[src/rtl/code_check_multi.sv]
// Keypad code checker: compares a CODE_LEN-symbol entry against VALID_KEY and locks out after repeated failures.
// Defining CODE_CHECK_TIMEOUT_EN adds an inter-symbol timeout that discards stale partial entries.
module code_check_multi #(
  parameter int SYMBOL_W       = 2,
  parameter int CODE_LEN       = 4,
  parameter int MAX_TRIES      = 3,
  parameter int LOCKOUT_CYCLES = 1000,
`ifdef CODE_CHECK_TIMEOUT_EN
  parameter int TIMEOUT_CYCLES = 5000,
`endif
  localparam int IW = (CODE_LEN > 1) ? $clog2(CODE_LEN) : 1,
  localparam int FW = (MAX_TRIES > 0) ? $clog2(MAX_TRIES + 1) : 1,
  localparam int LW = (LOCKOUT_CYCLES > 1) ? $clog2(LOCKOUT_CYCLES) : 1
) (
  input  logic                         CLK,
  input  logic                         RST_N,
  input  logic                         KB_RECV,
  input  logic [SYMBOL_W-1:0]          KB_IN,
  input  logic [SYMBOL_W*CODE_LEN-1:0] VALID_KEY,
  input  logic                         CLEAR,
  output logic [1:0]                   KEY_STATUS,
  output logic [FW-1:0]                FAIL_CNT,
  output logic                         BUSY,
  output logic [1:0]                   DBG_STATE
);

  typedef enum logic [1:0] {
    S_IDLE    = 2'd0,
    S_READ    = 2'd1,
    S_CHECK   = 2'd2,
    S_LOCKOUT = 2'd3
  } state_t;

  state_t              state_q, state_d;
  logic                sync1_q, sync2_q, sync3_q;
  logic                accept;
  logic [IW-1:0]       idx_q, idx_d;
  logic                mismatch_q, mismatch_d;
  logic [FW-1:0]       fail_q, fail_d;
  logic [LW-1:0]       lock_q, lock_d;
  logic [1:0]          status_q, status_d;
  logic [SYMBOL_W-1:0] sym_exp;
  logic                sym_ne;
  logic                last_sym;
  logic                lock_hit;
  logic                tmo_expire;

  // Two flops bring KB_RECV into the CLK domain; the third only serves edge detection.
  assign accept   = sync2_q & ~sync3_q;
  assign sym_exp  = VALID_KEY[int'(idx_q)*SYMBOL_W +: SYMBOL_W];
  assign sym_ne   = (KB_IN != sym_exp);
  assign last_sym = (int'(idx_q) == CODE_LEN - 1);
  assign lock_hit = (MAX_TRIES != 0) && (int'(fail_q) + 1 == MAX_TRIES);

`ifdef CODE_CHECK_TIMEOUT_EN
  localparam int TW = (TIMEOUT_CYCLES > 1) ? $clog2(TIMEOUT_CYCLES) : 1;
  logic [TW-1:0] tmo_q, tmo_d;

  // Counts idle READ cycles since the last accepted symbol.
  assign tmo_expire = (state_q == S_READ) && (int'(tmo_q) == TIMEOUT_CYCLES - 1);
  assign tmo_d      = (state_q == S_READ && state_d == S_READ && !accept) ? tmo_q + 1'b1 : '0;

  always_ff @(posedge CLK or negedge RST_N) begin
    if (!RST_N) tmo_q <= '0;
    else        tmo_q <= tmo_d;
  end
`else
  assign tmo_expire = 1'b0;
`endif

  always_ff @(posedge CLK or negedge RST_N) begin
    if (!RST_N) begin
      state_q    <= S_IDLE;
      sync1_q    <= 1'b0;
      sync2_q    <= 1'b0;
      sync3_q    <= 1'b0;
      idx_q      <= '0;
      mismatch_q <= 1'b0;
      fail_q     <= '0;
      lock_q     <= '0;
      status_q   <= 2'd3;
    end else begin
      state_q    <= state_d;
      sync1_q    <= KB_RECV;
      sync2_q    <= sync1_q;
      sync3_q    <= sync2_q;
      idx_q      <= idx_d;
      mismatch_q <= mismatch_d;
      fail_q     <= fail_d;
      lock_q     <= lock_d;
      status_q   <= status_d;
    end
  end

  always_comb begin
    state_d    = state_q;
    idx_d      = idx_q;
    mismatch_d = mismatch_q;
    fail_d     = fail_q;
    lock_d     = lock_q;
    unique case (state_q)
      S_IDLE: begin
        if (accept) begin
          mismatch_d = sym_ne;
          if (CODE_LEN == 1) begin
            state_d = S_CHECK;
          end else begin
            idx_d   = IW'(1);
            state_d = S_READ;
          end
        end
      end
      S_READ: begin
        // CLEAR beats a coincident accept; an accept beats a coincident timeout.
        if (CLEAR) begin
          idx_d      = '0;
          mismatch_d = 1'b0;
          state_d    = S_IDLE;
        end else if (accept) begin
          mismatch_d = mismatch_q | sym_ne;
          if (last_sym) begin
            idx_d   = '0;
            state_d = S_CHECK;
          end else begin
            idx_d = idx_q + 1'b1;
          end
        end else if (tmo_expire) begin
          idx_d      = '0;
          mismatch_d = 1'b0;
          state_d    = S_IDLE;
        end
      end
      S_CHECK: begin
        if (!mismatch_q) begin
          fail_d  = '0;
          state_d = S_IDLE;
        end else if (lock_hit) begin
          fail_d  = '0;
          lock_d  = LW'(LOCKOUT_CYCLES - 1);
          state_d = S_LOCKOUT;
        end else begin
          fail_d  = (fail_q == '1) ? fail_q : fail_q + 1'b1;
          state_d = S_IDLE;
        end
      end
      S_LOCKOUT: begin
        if (lock_q == '0) state_d = S_IDLE;
        else              lock_d  = lock_q - 1'b1;
      end
    endcase
  end

  // Status is registered from the next state so it lines up with CHECK/LOCKOUT occupancy.
  always_comb begin
    status_d = 2'd3;
    if (state_d == S_CHECK)        status_d = mismatch_d ? 2'd2 : 2'd0;
    else if (state_d == S_LOCKOUT) status_d = 2'd1;
  end

  assign KEY_STATUS = status_q;
  assign FAIL_CNT   = fail_q;
  assign BUSY       = (state_q == S_READ);
  assign DBG_STATE  = state_q;

endmodule
[config.mk]
export PLATFORM = sky130hd
export DESIGN_NAME = code_check_multi
export DESIGN_NICKNAME = d
export VERILOG_FILES = /design/src/rtl/code_check_multi.sv
export SDC_FILE = /design/constraint.sdc
export NUM_CORES = 1
export LEC_CHECK = 0
export CORE_AREA = 2 2 58 60
export CTS_CLUSTER_DIAMETER = 150
export CTS_CLUSTER_SIZE = 30
export DETAILED_ROUTE_END_ITERATION = 6
export DIE_AREA = 0 0 60 62
export HOLD_SLACK_MARGIN = 0.08
export PLACE_DENSITY_LB_ADDON = 0.1
export SYNTH_ARGS = -nofsm -noshare
export SYNTH_HDL_FRONTEND = slang
export SYNTH_SLANG_ARGS = --single-unit
[constraint.sdc]
create_clock -name CLK -period 2 [get_ports CLK]
set_clock_uncertainty 0.1 [all_clocks]
set_input_delay 0.5 -clock CLK [delete_from_list [all_inputs] [get_ports CLK]]
set_output_delay 0.5 -clock CLK [all_outputs]
set_load 0.02 [all_outputs]
==> results.toml <==
[outcome]
outcome = "complete, no violations"

[clocking]
post_cts_hold_buffer_count = 0
cts_sink_cnt = 22
ctsLongestPathBuffers = 2
cts_htree_levels = 1
cts.root.buffer_cell = "sky130_fd_sc_hd__clkbuf_4"
cts_buffers = 3
post-cts-setup-buffers = 0
cts.clk_slew.worst_paths_ps = 120
tritoncts = "built"
clock_latency_ps = 300

[global_route]
grt_overflow = 0
first_global_vias = 889
antenna_found_initial = 0
global_route_wire_length_before_repair_mm = 4.153
groute.usage.overall_pct = 14.89
grt_start_max_net_pins = 23

[power]
power.static_leakage_nw = 0.7584
combinationalPowerShare_pct = 21.7
irDropWorstVdd_v = 0.0003049
power.clock.fraction_pct = 30.2
internal-power_uw = 807.2
power.net_switching_uw = 309.1
seq_power_share_pct = 48.0
report.power.total_mw = 1.116
power.switching_fraction_pct = 27.69
cellPowerDensity_mw_per_mm2 = 697.5

[synth]
synth-main-ff-cell = "sky130_fd_sc_hd__dfrtp_1"
post-synth-top-area-cell = "sky130_fd_sc_hd__dfrtp_1"
seq_area_frac_synth_pct = 45.01
ys_warn_count = 0
synth.top_cells.by_area = "sky130_fd_sc_hd__dfrtp_1 (41%), sky130_fd_sc_hd__dfstp_2 (4.3%), sky130_fd_sc_hd__nand2_1 (4.3%), sky130_fd_sc_hd__xnor2_1 (4.3%), sky130_fd_sc_hd__xor2_1 (3.6%)"
synthesized_area_mm2 = 0.001229
synth_edf_count = 0
syn_inst = 116
synth_cell_types = 42
postSynthAreaPerCell_um2 = 10.59
postSynthRegisterBits = 22
postSynthNetCount = 132
synth.top_cell.area_share_pct = 40.73
postSynth.asyncResetShare_pct = 100.0

[route]
number_of_antenna_violating_nets_in_the_routed_design = 0
drt-initial-drc-count = 22
wl_mm = 2.315
route.detailed.vias_per_inst = 4.824
drc_viols = 0
avgRoutedWirePerCell_um = 11.99
vias = 931
firstDrtPassIters = 4

[timing]
maxSlewHeadroom_pct = 75.90
final.setup.worst_slack_ps = 73.02
finalCriticalPeriod_ps = 1927
worst_pin_slew_ps = 361.6
timing.final.setup_violations = 0
slew_violations = 0
finalCritPeriodShare_pct = 96.35
report.final.hold_viol_count = 0
max_freq_mhz = 518.9

[critical_path]
cp_data_required_time_ps = 2100
cpPeakStageDelay_ps = 570
critPathMaxFanout = 5
arrival_ps = 2030
crit_type = "register to register"
critical_path.slowest_cell = "sky130_fd_sc_hd__or4_4"
crit_path_cell_trace = "or4_4, o311a_4, o21ai_1, xor2_1, nand2_1"
timing.critical_path.to_type = "register"
path_delay_family = "simple AND/OR/NAND/NOR gates"
start_kind = "register"
critPathBufInv = 0

[floorplanning]
core.rowCount = 21
boundary_pins = 21
fp.dieW_um = 60
placeableCoreArea_mm2 = 0.003179
die_area_mm2 = 0.003720
start_util_pct = 38.65
die_height_um = 62

[finish]
top_library_cells_by_usage_in_the_layout_fill_and_taps_aside = "sky130_fd_sc_hd__dfrtp_1 (20), sky130_fd_sc_hd__nand2_1 (14), sky130_fd_sc_hd__clkdlybuf4s50_1 (13)"
drive_above_1_share_pct = 21.09
antenna_cells = 0
final_design_instance_area_without_fill_mm2 = 0.001600
layoutNonFillerInstCount = 193
num-nets-final = 164
layout-area-overhead-vs-synth_pct = 30.24
mostFrequentLayoutCell = "sky130_fd_sc_hd__dfrtp_1"

[placed_design]
number_of_cells_after_detailed_placement = 189
hpwl_mm = 1.818
pre_cts_ws_ps = 56.20
placedInstanceArea_mm2 = 0.001543
gpl.final_weighted_congestion = 0.8266
portBuffers = 20

[job]
maxCapViolCount = 0

[hold_path]
hp-class = "register to register"
## path summary, 6_finish.rpt
kind	from	endpoint	slack, ps	depth (start not counted)
min in group asynchronous	RST_N	mismatch_q	420	2
hold reg to reg	sync1_q	sync2_q	270	0
setup reg to reg	lock_q[5]	lock_q[6]	70	5
max in group asynchronous	RST_N	KEY_STATUS[1]	1110	2
setup / recovery	lock_q[5]	lock_q[6]	70	5
hold / removal	sync1_q	sync2_q	270	0
## power by group through the flow
stage          logic, mW  registers, mW  clock network, mW
2_1_floorplan      0.168          0.533                  0
3_3_place_gp       0.251          0.544                  0
3_5_place_dp       0.256          0.545                  0
4_1_cts            0.251          0.536              0.352
5_1_grt            0.272          0.545              0.374
6_report           0.243          0.536              0.338
## cell usage after synthesis, types with 2 or more instances
cell type	n
sky130_fd_sc_hd__dfstp_2	2
sky130_fd_sc_hd__nand2b_1	3
sky130_fd_sc_hd__o211ai_2	2
sky130_fd_sc_hd__nor2b_1	3
sky130_fd_sc_hd__dfrtp_1	20
sky130_fd_sc_hd__a21oi_1	4
sky130_fd_sc_hd__nand2_1	14
sky130_fd_sc_hd__or3_1	2
sky130_fd_sc_hd__clkbuf_1	2
sky130_fd_sc_hd__nor2_1	6
sky130_fd_sc_hd__o21ai_1	7
sky130_fd_sc_hd__nand3_1	2
sky130_fd_sc_hd__xnor2_1	6
sky130_fd_sc_hd__xor2_1	5
sky130_fd_sc_hd__o21ai_0	3
sky130_fd_sc_hd__mux2i_1	4
sky130_fd_sc_hd__inv_1	4
sky130_fd_sc_hd__buf_4	2
sky130_fd_sc_hd__ha_1	2
## per-layer routing
layer	share of wire [%]	track usage, %	up-vias
met1	49	20.88	445
met5	0	0	-
met4	0.73	3.810	0
met2	47	24.07	14
met3	3.2	2.484	2
li1	-	-	470
## timing repair
action | 4_1_cts | 5_1_grt
resized for setup | 4 | 7
setup endpoints to repair | 4 | 7
pin swaps | 0 | 3
## state kept, by name (all words and copies together), names as in the netlist, 2 cells and up
name and cells:
lock_q 10, DBG_STATE 2, FAIL_CNT 2, idx_q 2, KEY_STATUS 2
## worst register-to-register path, cell delays in order (launching register included)
cell	delay, ps
sky130_fd_sc_hd__dfrtp_1	430
sky130_fd_sc_hd__or4_4	570
sky130_fd_sc_hd__o311a_4	360
sky130_fd_sc_hd__o21ai_1	150
sky130_fd_sc_hd__xor2_1	150
sky130_fd_sc_hd__nand2_1	60
## cells by family (layout without fill, tap and decap cells)
kind of cell / after synthesis / in the layout / synth area share, %
mux: 5 / 5 / 4.175
xor+xnor: 11 / 11 / 7.841
simple gates: 39 / 39 / 17.11
flops: 22 / 22 / 45.01
fa+ha+maj: 2 / 2 / 2.036
buf+inv: 9 / 40 / 3.971
compound gates: 28 / 28 / 19.86
## final cells by class
| class | count | area [µm²] |
|---|---|---|
| multi-input combinational | 85 | 633.1 |
| sequential | 22 | 553.0 |
| fill | 317 | 1579 |
| tap | 46 | 57.56 |
| clock buffer | 3 | 22.52 |
| clock inverter | 1 | 30.03 |
| inverter | 4 | 15.01 |
| timing repair buffer | 32 | 289.0 |
## per-stage QoR
step / utilization (%) / setup TNS (ps) / hold slack [ps]
after detailed placement: 48.52 / 0 / 243.4
after CTS: 50.02 / 0 / 273.6
after global placement: 48.52 / 0 / 235.2
final: 50.33 / 0 / 267.7
after floorplan: - / 0 / 104.4
after global routing: 50.33 / -0.7443 / 293.7
(Power assumes the default switching activity.)
